--- config.mk ---
export PLATFORM = sky130hd
export DESIGN_NAME = pe_index_encoder
export DESIGN_NICKNAME = d
export VERILOG_FILES = /design/src/rtl/pe_pkg.sv /design/src/rtl/onehot_enc64.sv /design/src/rtl/pe_index_encoder.sv
export SDC_FILE = /design/constraint.sdc
export NUM_CORES = 1
export LEC_CHECK = 0
export BUFFER_PORTS_ARGS = -buffer_cell sky130_fd_sc_hd__buf_2
export CORE_MARGIN = 4
export CORE_UTILIZATION = 41
export CTS_BUF_LIST = sky130_fd_sc_hd__clkbuf_8 sky130_fd_sc_hd__clkbuf_16
export DETAILED_ROUTE_END_ITERATION = 8
export PLACE_DENSITY = 0.8
export SLEW_MARGIN = 10
export SYNTH_ARGS = -nofsm -noshare
export SYNTH_HDL_FRONTEND = slang
export SYNTH_SLANG_ARGS = --single-unit
--- constraint.sdc ---
create_clock -name clk -period 1.58 [get_ports clk]
set_input_delay 0.158 -clock clk [delete_from_list [all_inputs] [get_ports clk]]
set_output_delay 0.158 -clock clk [all_outputs]
set_load 0.01 [all_outputs]
--- src/rtl/pe_pkg.sv ---
// Shared types and constants for the priority-encoder index stage.
package pe_pkg;

  localparam int PE_WIDTH = 64;
  localparam int PE_IDX_W = 6;

  // One FIFO entry: encoded index plus the two vector-shape flags.
  typedef struct packed {
    logic [PE_IDX_W-1:0] idx;
    logic                none;
    logic                multi;
  } pe_idx_entry_t;

endpackage : pe_pkg

--- src/rtl/onehot_enc64.sv ---
// Combinational one-hot to binary encoder (bitwise-OR tree).
// Optional feature macro: ONEHOT_CHECK_EN -- flags multi-hot vectors and
// substitutes the index of the highest set bit for them.
module onehot_enc64
  import pe_pkg::*;
#(
  parameter int WIDTH = PE_WIDTH,
  parameter int IDX_W = PE_IDX_W
) (
  input  logic [WIDTH-1:0] onehot,
  output logic [IDX_W-1:0] idx,
  output logic             none,
  output logic             multi
);

  logic [IDX_W-1:0] or_idx;

  // OR-tree: index bit k is the OR of every input bit whose position has bit k set.
  always_comb begin
    // NOTE: combinational logic uses blocking '=' and assigns a default first,
    // so every path drives the signal and no latch is inferred.
    or_idx = '0;
    for (int i = 0; i < WIDTH; i++) begin
      or_idx = or_idx | ({IDX_W{onehot[i]}} & IDX_W'(i));
    end
  end

  assign none = ~|onehot;

`ifdef ONEHOT_CHECK_EN
  logic [IDX_W-1:0] hi_idx;

  // Highest set bit wins, matching the upstream priority order.
  always_comb begin
    hi_idx = '0;
    for (int i = 0; i < WIDTH; i++) begin
      if (onehot[i]) hi_idx = IDX_W'(i);
    end
  end

  // More than one bit set exactly when clearing the lowest set bit leaves something.
  assign multi = |(onehot & (onehot - WIDTH'(1)));
  assign idx   = multi ? hi_idx : or_idx;
`else
  assign multi = 1'b0;
  assign idx   = or_idx;
`endif

endmodule : onehot_enc64

--- src/rtl/pe_index_encoder.sv ---
// One-hot grant vector to binary index converter with a small output FIFO,
// valid/ready handshakes on both sides and a running grant counter.
// Optional feature macro: ONEHOT_CHECK_EN (multi-hot detection, see onehot_enc64).
module pe_index_encoder
  import pe_pkg::*;
#(
  parameter int WIDTH = PE_WIDTH,
  parameter int IDX_W = PE_IDX_W,
  parameter int DEPTH = 2,
  parameter int CNT_W = 16
) (
  input  logic             clk,
  input  logic             rst_n,
  input  logic             in_valid,
  output logic             in_ready,
  input  logic [WIDTH-1:0] in_onehot,
  output logic             out_valid,
  input  logic             out_ready,
  output logic [IDX_W-1:0] out_idx,
  output logic             out_none,
  output logic             out_multi,
  output logic [CNT_W-1:0] grant_cnt
);

  localparam int PTR_W = $clog2(DEPTH);
  localparam int OCC_W = $clog2(DEPTH + 1);
  localparam logic [OCC_W-1:0] FULL_OCC = OCC_W'(DEPTH);

  pe_idx_entry_t    mem [DEPTH];
  pe_idx_entry_t    wr_entry;
  pe_idx_entry_t    head;
  logic [PTR_W-1:0] wr_ptr;
  logic [PTR_W-1:0] rd_ptr;
  logic [OCC_W-1:0] count;
  logic             push;
  logic             pop;

  onehot_enc64 #(
    .WIDTH (WIDTH),
    .IDX_W (IDX_W)
  ) u_enc (
    .onehot (in_onehot),
    .idx    (wr_entry.idx),
    .none   (wr_entry.none),
    .multi  (wr_entry.multi)
  );

  // Registered occupancy drives in_ready: a full FIFO never accepts, even when
  // the consumer pops in the same cycle.
  assign in_ready  = (count < FULL_OCC);
  assign out_valid = (count != '0);
  assign push      = in_valid && in_ready;
  assign pop       = out_valid && out_ready;

  // Head outputs are masked while empty so reset and idle values read as zero.
  assign head      = mem[rd_ptr];
  assign out_idx   = out_valid ? head.idx   : '0;
  assign out_none  = out_valid ? head.none  : 1'b0;
  assign out_multi = out_valid ? head.multi : 1'b0;

  // FIFO storage write at the tail.
  always_ff @(posedge clk) begin
    // NOTE: the storage array has no reset; count gates every read, so stale
    // contents are never visible and the array can map to plain registers/RAM.
    if (push) mem[wr_ptr] <= wr_entry;
  end

  // Pointers and occupancy; pointers wrap naturally since DEPTH is a power of two.
  always_ff @(posedge clk or negedge rst_n) begin
    // NOTE: sequential state uses non-blocking '<=' so all registers update
    // together from pre-edge values.
    if (!rst_n) begin
      wr_ptr <= '0;
      rd_ptr <= '0;
      count  <= '0;
    end else begin
      if (push) wr_ptr <= wr_ptr + PTR_W'(1);
      if (pop)  rd_ptr <= rd_ptr + PTR_W'(1);
      case ({push, pop})
        2'b10:   count <= count + OCC_W'(1);
        2'b01:   count <= count - OCC_W'(1);
        default: count <= count;
      endcase
    end
  end

  // Count accepted non-zero vectors, wrapping at all-ones.
  always_ff @(posedge clk or negedge rst_n) begin
    if (!rst_n) begin
      grant_cnt <= '0;
    end else if (push && !wr_entry.none) begin
      grant_cnt <= grant_cnt + CNT_W'(1);
    end
  end

endmodule : pe_index_encoder

### Word-level counts from Yosys, hierarchy flattened

Memory sizes are Yosys's and may differ from the RTL's.
Cells that the tools add are included.

* bits in registers: 20
* memory bits (writable): 14
* input bits: 68
* word-level logic and storage cells: 88
* memories: 1

Memories
* mem: depth 2, bits a word 7, read ports 1, clocked after Yosys merged registers in 0, write ports 1, RTL line pe_index_encoder.sv:29 `pe_idx_entry_t mem [DEPTH];`

* $add $sub $neg: 5
* order comparisons: 1
* equality and inequality tests: 2
* muxes and demuxes: 6
* bitwise gates (word level): 62
* reductions and logical operators: 7

Operators by type and width (number)
* $or 6x6->6: 32
* $or 6x5->6: 16
* $reduce_or 64->1: 1
* $or 6x4->6: 8
* $or 6x3->6: 4
* $add 16x1->16 const B: 1
* $mux 6: 1
* $or 6x2->6: 1
* $mux 1: 4
* $pmux 2 s2: 1
* $reduce_bool 2->1: 2
* $logic_and 1x1->1: 3
* $add 1x1->1 const B: 2
* $add 2x1->2 const B: 1
* $eq 2x1->1 const B: 1
* $eq 2x2->1 const B: 1
* $lt 2x2->1 const B: 1
* $or 1x2->2: 1
* $sub 2x1->2 const B: 1
* $logic_not 1->1: 1

### Logic depth before layout (Yosys ltp)

Gate-level depths: netlist (run 1).

* word-level depth: 62
* gate-level depth with buffers: 8
* gate-level depth less buffers: 6

### Cells and area by module

Synthesis (run 1) repeated with hierarchy kept, for this count alone.

* cell total of the unflattened synthesis: 166
* area, all modules: 1874.3 um^2

Modules (own cells, without submodules)
* pe_index_encoder: instances 1, cells an instance 111, area an instance 1507.7 um^2, sequential area each 980.9 um^2
* onehot_enc64: instances 1, cells an instance 55, area an instance 366.6 um^2, sequential area each 0.0 um^2

### Worst setup path after synthesis (run 1)

No wires, ideal clock.

* path type: register to register
* from: register count[1]
* to: memory mem[0][0] (netlist bit), enable pin
* library setup time: 0.360 ns
* arrival time: 1.324 ns
* setup slack: -0.104 ns
* stages on the path, launching flop included: 5
* clock period less this slack: 1.684 ns
* path through: dfrtp_1 > nor2b_1 > clkbuf_1 > clkinv_1 > nor2_1

* word-level cells in the longest chain between the ends: 4

RTL lines
* from (decl): RTL line pe_index_encoder.sv:34 `logic [OCC_W-1:0] count;`
* from (signal assigned): RTL line pe_index_encoder.sv:80 `2'b10: count <= count + OCC_W'(1);`
* from (signal assigned): RTL line pe_index_encoder.sv:81 `2'b01: count <= count - OCC_W'(1);`
* from (signal assigned): RTL line pe_index_encoder.sv:82 `default: count <= count;`
* $lt 2x2->1: RTL line pe_index_encoder.sv:50 `assign in_ready = (count < FULL_OCC);`
* $logic_and 1x1->1: RTL line pe_index_encoder.sv:52 `assign push = in_valid && in_ready;`
* $mux 1: RTL line pe_index_encoder.sv:65 `if (push) mem[wr_ptr] <= wr_entry;`
* $mux 1 (implied by the code): RTL line pe_index_encoder.sv:65
* to (decl): RTL line pe_index_encoder.sv:29

Every way passes these cells.

### Final worst setup path (run 1)

* from: register grant_cnt[5]
* to: register grant_cnt[15]

* word-level cells in the longest chain between the ends: 1

RTL lines
* from (decl): RTL line pe_index_encoder.sv:22 `output logic [CNT_W-1:0] grant_cnt`
* from (signal assigned): RTL line pe_index_encoder.sv:92 `grant_cnt <= grant_cnt + CNT_W'(1);`
* $add 16x1->16: RTL line pe_index_encoder.sv:92

Every way passes these cells.
A chain may end at the register's enable or synchronous reset.

==> results of run 1 <==
## cell usage after synthesis, drive strengths merged
cell / count / area, um2
nand3b: 1 / 11.3
and2: 1 / 6.26
nand2: 7 / 26.3
nor2: 18 / 67.6
nor4: 34 / 225
inv: 3 / 11.3
mux2: 1 / 15.0
or3: 2 / 12.5
conb: 1 / 3.75
and4: 2 / 17.5
xor2: 15 / 131
mux2i: 7 / 70.1
clkinv: 1 / 3.75
or2: 1 / 6.26
buf: 3 / 33.8
nor3: 4 / 20.0
nor2b: 2 / 12.5
nor3b: 3 / 22.5
xnor2: 5 / 43.8
ha: 2 / 25.0
and3: 3 / 18.8
edfxtp: 14 / 420
nor4b: 1 / 8.76
dfrtp: 20 / 500
clkbuf: 2 / 7.51
nand3: 7 / 35.0
nand4: 11 / 68.8
or4: 1 / 7.51
## routing by layer
metal  track usage (%)  up-vias
met1              22.3      909
li1                  -      943
met3              5.21        9
met4              7.51        0
met5                 0        -
met2              37.7       72
## flip-flops by register name (all words and copies together) (netlist names)
register and cells:
count 2, mem 14, wr_ptr 1, grant_cnt 16
rd_ptr 1
## worst max-delay path: stages (launching register included)
cell and delay (ns):
dfrtp_1 0.36, and4_4 0.22, and3_4 0.19, and3_4 0.21, nand3_4 0.10, nor4_4 0.30
xor2_1 0.16
## repair_timing
action | 4_1_cts | 5_1_grt
cloned | 1 | 0
setup buffers | 1 | 3
hold buffers | 1 | 0
endpoints found under the hold margin | 20 | 0
gates resized for setup | 1 | 11
pin swaps | 1 | 8
endpoints found under the setup margin | 5 | 16
## cell type report
cell class	instances	area share, %
Clock inverter	3	0.392
Timing Repair Buffer	140	29.1
Multi-Input combinational cell	129	33.1
Inverter	4	0.566
Timing Repair inverter	1	0.131
Tap cell	52	2.26
Clock buffer	5	2.39
Sequential cell	34	32.0
## logic make-up (layout without fill, tap and decap cells)
family                   after synthesis  after routing  share of synthesized area [%]
AND/OR/NAND/NOR                       98             98                           30.9
flip-flops                            34             34                           50.2
XOR/XNOR                              20             20                           9.56
buffers and inverters                  9            153                           3.07
multiplexers                           8              8                           4.64
adder cells (fa/ha/maj)                2              2                           1.36
other                                  1              1                          0.205
## power by group
group | internal [mW] | switching [mW] | leakage [nW]
sequential | 1.14 | 0.197 | 0.367
combinational | 0.701 | 0.704 | 0.915
clock | 0.293 | 0.288 | 0.0519
total | 2.13 | 1.19 | 1.33
## path summary, 6_finish.rpt
path	end	start	slack, ns
worst max-delay path	grant_cnt[15]	grant_cnt[5]	-0.03
worst min-delay path	mem[1][5]	in_onehot[30]	0.24
worst max register to register	grant_cnt[15]	grant_cnt[5]	-0.03
worst min register to register	grant_cnt[15]	grant_cnt[15]	0.47
max in group asynchronous	grant_cnt[12]	rst_n	0.92
min in group asynchronous	grant_cnt[15]	rst_n	0.35
==> metrics.cfg, run 1 <==
[timing]
period_minus_slack_ns = 1.61
tns_ns = -0.0308
period_share_pct = 102
timing.fmax_ghz = 0.621
whs_ns = 0.237
grt_setup_unrepaired = yes
fin_skew_ns = 0.00483
slew_violations = 0
layout_setup_ws_ns = -0.0308
hold_viol_final = 0
setup_violations = 1

[layout]
layout-drive-gt1-share_pct = 51.3
utilization_pct = 66.0
diodes = 0
area.growth.synth_to_final_pct = 56.8
fin_nets = 385
layout_commonest_cell = buf_2
final_area_um2 = 2870
seqCellArea_um2 = 921
n_fill_cell = 330
final_cells = 368
multi_input_area_um2 = 952
layout_common_cells = buf_2, buf_4, nor4_1, dfrtp_1, nor2_1

[route]
dr.pass1.iters = 4
viasPerCell = 5.25
routed_wl_mm = 5.46
wl_met2_mm = 2.96
wl_met1_mm = 2.05
drc = 0
postRouteAntennaNets = 0
dr.first_iter.drc_count = 69
num_vias = 1933
routedWlPerCell_um = 14.8
top_layer_used = met4
wl_met3_um = 373

[setup_path]
cp.required_ns = 1.79
cp_max_fo = 3
crit_arrival_ns = 1.82
reg2regPathDepth = 6
end_kind = flop
path_class = reg2reg
critPathLaunchType = flop

[cts]
htreeDepth = 2
clkTransAtPathRegs_ns = 0.07
cts_root_buf = clkbuf_8
cts.sink_count = 34
cts_buffers = 5
clock_latency_ns = 0.28
cts_tree = done
clock_path_buffers = 2

[run_status]
status = finished with violations
violations = setup timing

[power_and_ir_drop]
leakage_nw = 1.33
powerDensity_nw_per_um2 = 1160
irDropWorstVdd_mv = 0.545
totalPowerFinal_mw = 3.32

[yosys]
syn_nets = 242
synthesis.area_um2 = 1830
seq_area_frac_synth_pct = 50.2
ys_types = 31
ys_ff_latch = 34
ys_warn_count = 0
synthCells = 172
synth_area_per_cell_um2 = 10.7

[floorplan]
die_y_um = 74.9
core_um2 = 4350
ios = 94
die_x_um = 74.9
die_area_um2 = 5600
start_util_pct = 42.1
rows = 24

[global_routing]
grt_pass1_wl_mm = 8.63
antenna_found_initial = 0
track_usage_pct = 20.4
gr-total-overflow = 0
grt_max_degree = 21
grt_pass1_vias = 2024

[placement]
gp_congestion = 0.823
hpwlAfterDp_mm = 4.31
port_buffers = 92
placed_area_um2 = 2690
place_worst_setup_slack_ns = -0.204
dpl.cell_count = 354

[worst_hold_path]
hold_class = in2reg
whs_path_depth = 3

[job]
cap_violations = 0

Power figures use the tool's default switching activity.
==> run 2: changes to the inputs <==
- CORE_UTILIZATION: 41 -> 42
- CTS_BUF_LIST: sky130_fd_sc_hd__clkbuf_8 sky130_fd_sc_hd__clkbuf_16 -> sky130_fd_sc_hd__clkbuf_2 sky130_fd_sc_hd__clkbuf_4 sky130_fd_sc_hd__clkbuf_8
- PLACE_DENSITY: 0.8 -> 0.82
==> run 2 against run 1 <==
The flow now finishes without violations. Final cell count up 0.27%. Sequential power about the same. Global-route usage down 0.24 points. Power up 14%. Combinational power up 4%. Design area up 2.9%. First-iteration DRC count up 100%. Register-to-register slack better by 0.10 ns. Largest power group unchanged.
==> metrics.cfg, run 2 (synthesis results as in run 1) <==
[global_routing]
grt_max_degree = 21  ; unchanged
gr-total-overflow = 0  ; unchanged
grt_pass1_wl_mm = 8.54  ; -1.1%
grt_pass1_vias = 1979  ; -2.2%
antenna_found_initial = 0  ; unchanged
track_usage_pct = 20.2  ; -0.24 points

[placement]
port_buffers = 92  ; unchanged
dpl.cell_count = 355  ; +0.28%
place_worst_setup_slack_ns = -0.257  ; -0.0530 ns
gp_congestion = 0.884  ; +7.3%
hpwlAfterDp_mm = 4.43  ; +2.6%

[layout]
n_fill_cell = 291  ; -12%
utilization_pct = 71.9  ; +5.9 points
reg.largest.list = grant_cnt (16), mem (14), count (2)
final_cells = 369  ; +0.27%
fin_nets = 388  ; +0.78%
area.growth.synth_to_final_pct = 61.4
diodes = 0  ; unchanged
layout-drive-gt1-share_pct = 53.9  ; +2.7 points
largest-register = grant_cnt
layout_common_cells = buf_2, buf_4, nor4_1, dfrtp_1, nor2_1
largest_register_ffs = 16  ; unchanged
layout_commonest_cell = buf_2

[timing]
period_share_pct = 96.1  ; -5.9 points
layout_setup_ws_ns = 0.0618  ; +0.0926 ns
slew_violations = 0  ; unchanged
tns_ns = 0  ; +0.0308 ns
period_minus_slack_ns = 1.52  ; -0.0926 ns
timing.fmax_ghz = 0.659  ; +6.1%
grt_setup_unrepaired = yes
hold_viol_final = 0  ; unchanged
setup_violations = 0  ; -1
whs_ns = 0.219  ; -0.0180 ns
fin_skew_ns = 0.00827  ; +0.00344 ns

[power_and_ir_drop]
irDropWorstVdd_mv = 0.528  ; -3.0%
leakage_nw = 1.37  ; +2.4%
powerDensity_nw_per_um2 = 1280  ; +10%

[floorplan]
rows = 23  ; -4.2%
die_x_um = 74.1  ; -1.1%
die_area_um2 = 5480  ; -2.1%
core_um2 = 4120  ; -5.5%
die_y_um = 74.1  ; -1.1%
start_util_pct = 44.5  ; +2.4 points
ios = 94  ; unchanged

[setup_path]
cp.required_ns = 1.76  ; -0.03 ns
crit_arrival_ns = 1.70  ; -0.12 ns
r2r_start = grant_cnt[4]
timing.critical_path.from = in_onehot[47]
worstPathCellList = buf_2 -> nor4_4 -> nand4_1 -> nor4b_2 -> and3_4 -> buf_12 -> nand3b_2 -> xnor2_1
critPathLaunchType = input port
path_class = in2reg
timing.rr.end = grant_cnt[14]
end_kind = flop
cpMaxStageDelayCell = nor4_4
critPathMaxStageDelay_ns = 0.36  ; about the same
r2r_slack_ns = 0.07  ; +0.10 ns
reg2regPathDepth = 6  ; unchanged
cp_max_fo = 16  ; +13
endpoint = grant_cnt[2]

[cts]
cts_buffers = 5  ; unchanged
clock_path_buffers = 2  ; unchanged
htreeDepth = 2  ; unchanged
cts_tree = done
clock_latency_ns = 0.28  ; about the same
cts_root_buf = clkbuf_8
cts.sink_count = 34  ; unchanged
clkTransAtPathRegs_ns = 0.07  ; about the same

[route]
dr.pass1.iters = 4  ; unchanged
drc = 0  ; unchanged
num_vias = 1966  ; +1.7%
routed_wl_mm = 5.70  ; +4.5%
postRouteAntennaNets = 0  ; unchanged
dr.first_iter.drc_count = 138  ; +100%
viasPerCell = 5.33  ; +1.4%
routedWlPerCell_um = 15.5  ; +4.2%

[job]
cap_violations = 0  ; unchanged

[worst_hold_path]
hold_class = in2reg
hold_start = in_onehot[46]

[run_status]
status = finished, final reports clean

[run 2: changes by cell type in the layout (fill, tap and decap cells not counted), sizes merged]
| cell | delta |
|---|---|
| buf | +4 |
| bufinv | +2 |
| clkbuf | +1 |
| clkinv | -2 |
| inv | -2 |
[run 2: layout make-up]
type | instances | area [um2] | share of cell area [%]
inverter | 4 | 17.5 | 0.592
timing repair buffer | 144 | 866 | 29.3
multi-input combinational | 129 | 948 | 32.1
sequential | 34 | 921 | 31.1
tap | 50 | 62.6 | 2.12
clock buffer | 6 | 82.6 | 2.79
clock inverter | 2 | 60.1 | 2.03
[run 2: per-layer routing]
metal  part of all wire [%]  track usage, %
met5                      0               0
met4                    2.4            9.66
met3                    6.1            3.51
met2                     53            36.3
met1                     38            23.0
[run 2: worst min path at each step]
stage,slack (ns),to,depth (start not counted)
floorplan,-0.14,count[0],0
global placement,0.12,grant_cnt[8],1
detailed placement,0.14,grant_cnt[8],1
CTS,0.22,mem[0][6],2
global route,0.23,mem[0][6],2
finish,0.22,mem[0][6],2
[run 2: timing repair]
| action | CTS | global route |
|---|---|---|
| hold buffers | 1 | 0 |
| pin swaps | 1 | 4 |
| setup buffers | 0 | 5 |
| endpoints found under the setup margin | 1 | 24 |
| resized for setup | 0 | 14 |
| hold endpoints to repair | 20 | 0 |
[run 2: metrics by stage]
stage	instance area [um2]	total power, mW
2_1_floorplan	1870	2.02
3_3_place_gp	2710	2.66
3_5_place_dp	2710	2.72
4_1_cts	2860	3.71
5_1_grt	2960	3.99
6_report	2960	3.78
[run 2: worst max-delay path: cells and delay by family]
kind	cells	cell delay (ns)
simple gates	5	1.11
buf+inv	2	0.27
xor+xnor	1	0.15
[run 2: report_power, final]
part / internal, mW / leakage, nW / switching [mW]
sequential: 1.14 / 0.367 / 0.205
combinational: 0.722 / 0.927 / 0.729
clock: 0.673 / 0.0714 / 0.306
==> run 3: changes to the inputs <==
- CELL_PAD_IN_SITES_DETAIL_PLACEMENT: default -> 1
- CELL_PAD_IN_SITES_GLOBAL_PLACEMENT: default -> 2
- CORE_UTILIZATION: 42 -> 24
- PLACE_DENSITY: 0.82 -> 0.81
==> run 3 against run 2 <==
The flow now finishes with violations (setup timing). Non-clock buffer count up 13. Die area up 66%. Design area increased by 4.6%. Maximum frequency is 3.9% lower. Utilization fell by 30 points. First-iteration DRC count shrank 57%. Critical path depth shrank 2. Sequential power hardly changed.
==> metrics.cfg, run 3 (synthesis results as in run 1) <==
[floorplan]
die_y_um = 95.4  ; +29%
rows = 31  ; +35%
core_um2 = 7330  ; +78%
start_util_pct = 25.0  ; -20 points
ios = 94  ; unchanged
die_x_um = 95.4  ; +29%
die_area_um2 = 9100  ; +66%

[cts]
cts.sink_count = 34  ; unchanged
cts_buffers = 5  ; unchanged
clkTransAtPathRegs_ns = 0.07  ; about the same
clock_path_buffers = 2  ; unchanged
cts_tree = done
htreeDepth = 2  ; unchanged
cts_root_buf = clkbuf_8
clock_latency_ns = 0.29  ; about the same

[placement]
hpwlAfterDp_mm = 5.41  ; +22%
gp_congestion = 0.795  ; -10%
port_buffers = 92  ; unchanged

[timing]
setup_violations = 1  ; +1
slew_violations = 0  ; unchanged
hold_viol_final = 0  ; unchanged
tns_ns = -0.000326  ; -0.000326 ns
period_share_pct = 100  ; +3.9 points
layout_setup_ws_ns = -0.000326  ; -0.0621 ns
fin_skew_ns = 0.00736  ; -0.000913 ns
period_minus_slack_ns = 1.58  ; +0.0621 ns
timing.fmax_ghz = 0.633  ; -3.9%
grt_setup_unrepaired = yes

[setup_path]
end_kind = flop
critPathLaunchType = flop
cp_top_family = simple AND/OR/NAND/NOR gates
endpoint = grant_cnt[15]
crit_top_cell = and3_4
timing.critical_path.from = grant_cnt[4]
cp.depth = 6  ; -2
crit_arrival_ns = 1.79  ; +0.09 ns
cp_max_fo = 3  ; -13
r2r_start = grant_cnt[4]
cp.required_ns = 1.79  ; +0.03 ns
path_class = reg2reg
timing.rr.end = grant_cnt[15]
worst-path-buf-inv = 0  ; -2
worstPathCellList = and4_1 -> and3_4 -> and3_4 -> nand3_4 -> nor4_4 -> xor2_1
r2r_slack_ns = -0.0003  ; -0.07 ns
reg2regPathDepth = 6  ; unchanged
critPathMaxStageDelay_ns = 0.35  ; about the same
cpMaxStageDelayCell = dfrtp_1

[power_and_ir_drop]
leakage_nw = 1.41  ; +3.3%
p_sw_mw = 1.26  ; +1.4%
powerDensity_nw_per_um2 = 1140  ; -11%
pwr-share-comb_pct = 42.6  ; +4.2 points
clockPowerShare_pct = 19.2  ; -6.7 points
power_report.internal_total_mw = 2.26  ; -11%
seq_power_share_pct = 38.2  ; +2.5 points
totalPowerFinal_mw = 3.51  ; -6.9%
p_sw_share_pct = 35.8  ; +2.9 points
irDropWorstVdd_mv = 0.357  ; -33%

[route]
postRouteAntennaNets = 0  ; unchanged
viasPerCell = 4.61  ; -13%
num_vias = 1989  ; +1.2%
dr.pass1.iters = 3  ; -1
routedWlPerCell_um = 15.3  ; -0.78%
routed_wl_mm = 6.61  ; +16%
dr.first_iter.drc_count = 59  ; -57%
drc = 0  ; unchanged

[layout]
layout_common_cells = buf_2, buf_4, nor4_1, dfrtp_1, nor2_1
layout-drive-gt1-share_pct = 55.1  ; +1.2 points
layout_commonest_cell = buf_2
largest_register_ffs = 16  ; unchanged
largest-register = grant_cnt
fin_nets = 401  ; +3.4%
reg.largest.list = grant_cnt (16), mem (14), count (2)
n_fill_cell = 865  ; +200%
area.growth.synth_to_final_pct = 68.7
diodes = 0  ; unchanged

[global_routing]
grt_pass1_wl_mm = 10.5  ; +23%
gr-total-overflow = 0  ; unchanged
grt_max_degree = 21  ; unchanged
antenna_found_initial = 0  ; unchanged
track_usage_pct = 14.9  ; -5.3 points
grt_pass1_vias = 2194  ; +11%

[worst_hold_path]
hold_class = in2reg

[run_status]
violations = setup timing
status = finished with violations

[job]
cap_violations = 0  ; unchanged

[run 3: changes by cell type in the layout (fill, tap and decap cells not counted), moves of 2 or more]
cell / change
buf_4: +13
nor4_2: -4
nor4_4: +3
bufinv_16: -2
nor3b_1: +2
nor3b_2: -2
[run 3: cell type report]
cell class                      count  area (um2)  share of cell area, %
Clock buffer                        7        90.1                   2.91
Clock inverter                      1        5.00                  0.162
Inverter                            4        17.5                  0.566
Multi-Input combinational cell    129         971                   31.4
Sequential cell                    34         922                   29.8
Tap cell                           99         124                   4.00
Timing Repair Buffer              157         963                   31.1
[run 3: metal layers]
metal	part of all wire (%)	global-route usage, %	vias to the layer above
met5	0	0	-
met4	1.2	4.15	0
met3	5.8	3.24	8
met2	53	27.2	62
met1	40	17.4	942
li1	-	-	977
[run 3: power by group through the flow]
stage          combinational (mW)  clock (mW)  sequential (mW)
6_report                     1.50       0.674             1.34
5_1_grt                      1.66       0.731             1.37
4_1_cts                      1.47       0.694             1.34
3_5_place_dp                 1.46           0             1.36
3_3_place_gp                 1.42           0             1.34
2_1_floorplan               0.659           0             1.36
[run 3: through the flow]
stage          cell area, um2  setup WS [ns]  hold WS (ns)  util, %  cells
2_1_floorplan            1870       -0.00249        -0.138        -    172
3_3_place_gp             2870         -0.269         0.126     39.2    418
3_5_place_dp             2870         -0.352         0.139     39.2    418
4_1_cts                  3030        -0.0323         0.223     41.4    428
5_1_grt                  3090        -0.0496         0.257     42.2    431
6_report                 3090      -0.000326         0.229     42.2    431
[run 3: how the worst min path moves through the flow]
stage                        from            to  slack (ns)  depth (start not counted)
finish              in_onehot[46]     mem[1][6]        0.23                          2
global route        in_onehot[46]     mem[1][6]        0.26                          2
CTS                 in_onehot[46]     mem[1][6]        0.22                          2
detailed placement          rst_n  grant_cnt[8]        0.14                          1
global placement            rst_n  grant_cnt[9]        0.13                          1
floorplan                   rst_n      count[0]       -0.14                          0
[run 3: what timing repair did]
action / CTS / global route
buffers inserted: 1 / 3
gates resized for setup: 8 / 8
setup endpoints to repair: 14 / 18
hold endpoints to repair: 20 / 0
hold buffers: 1 / 0
gates cloned: 0 / 0
pin swaps: 5 / 7
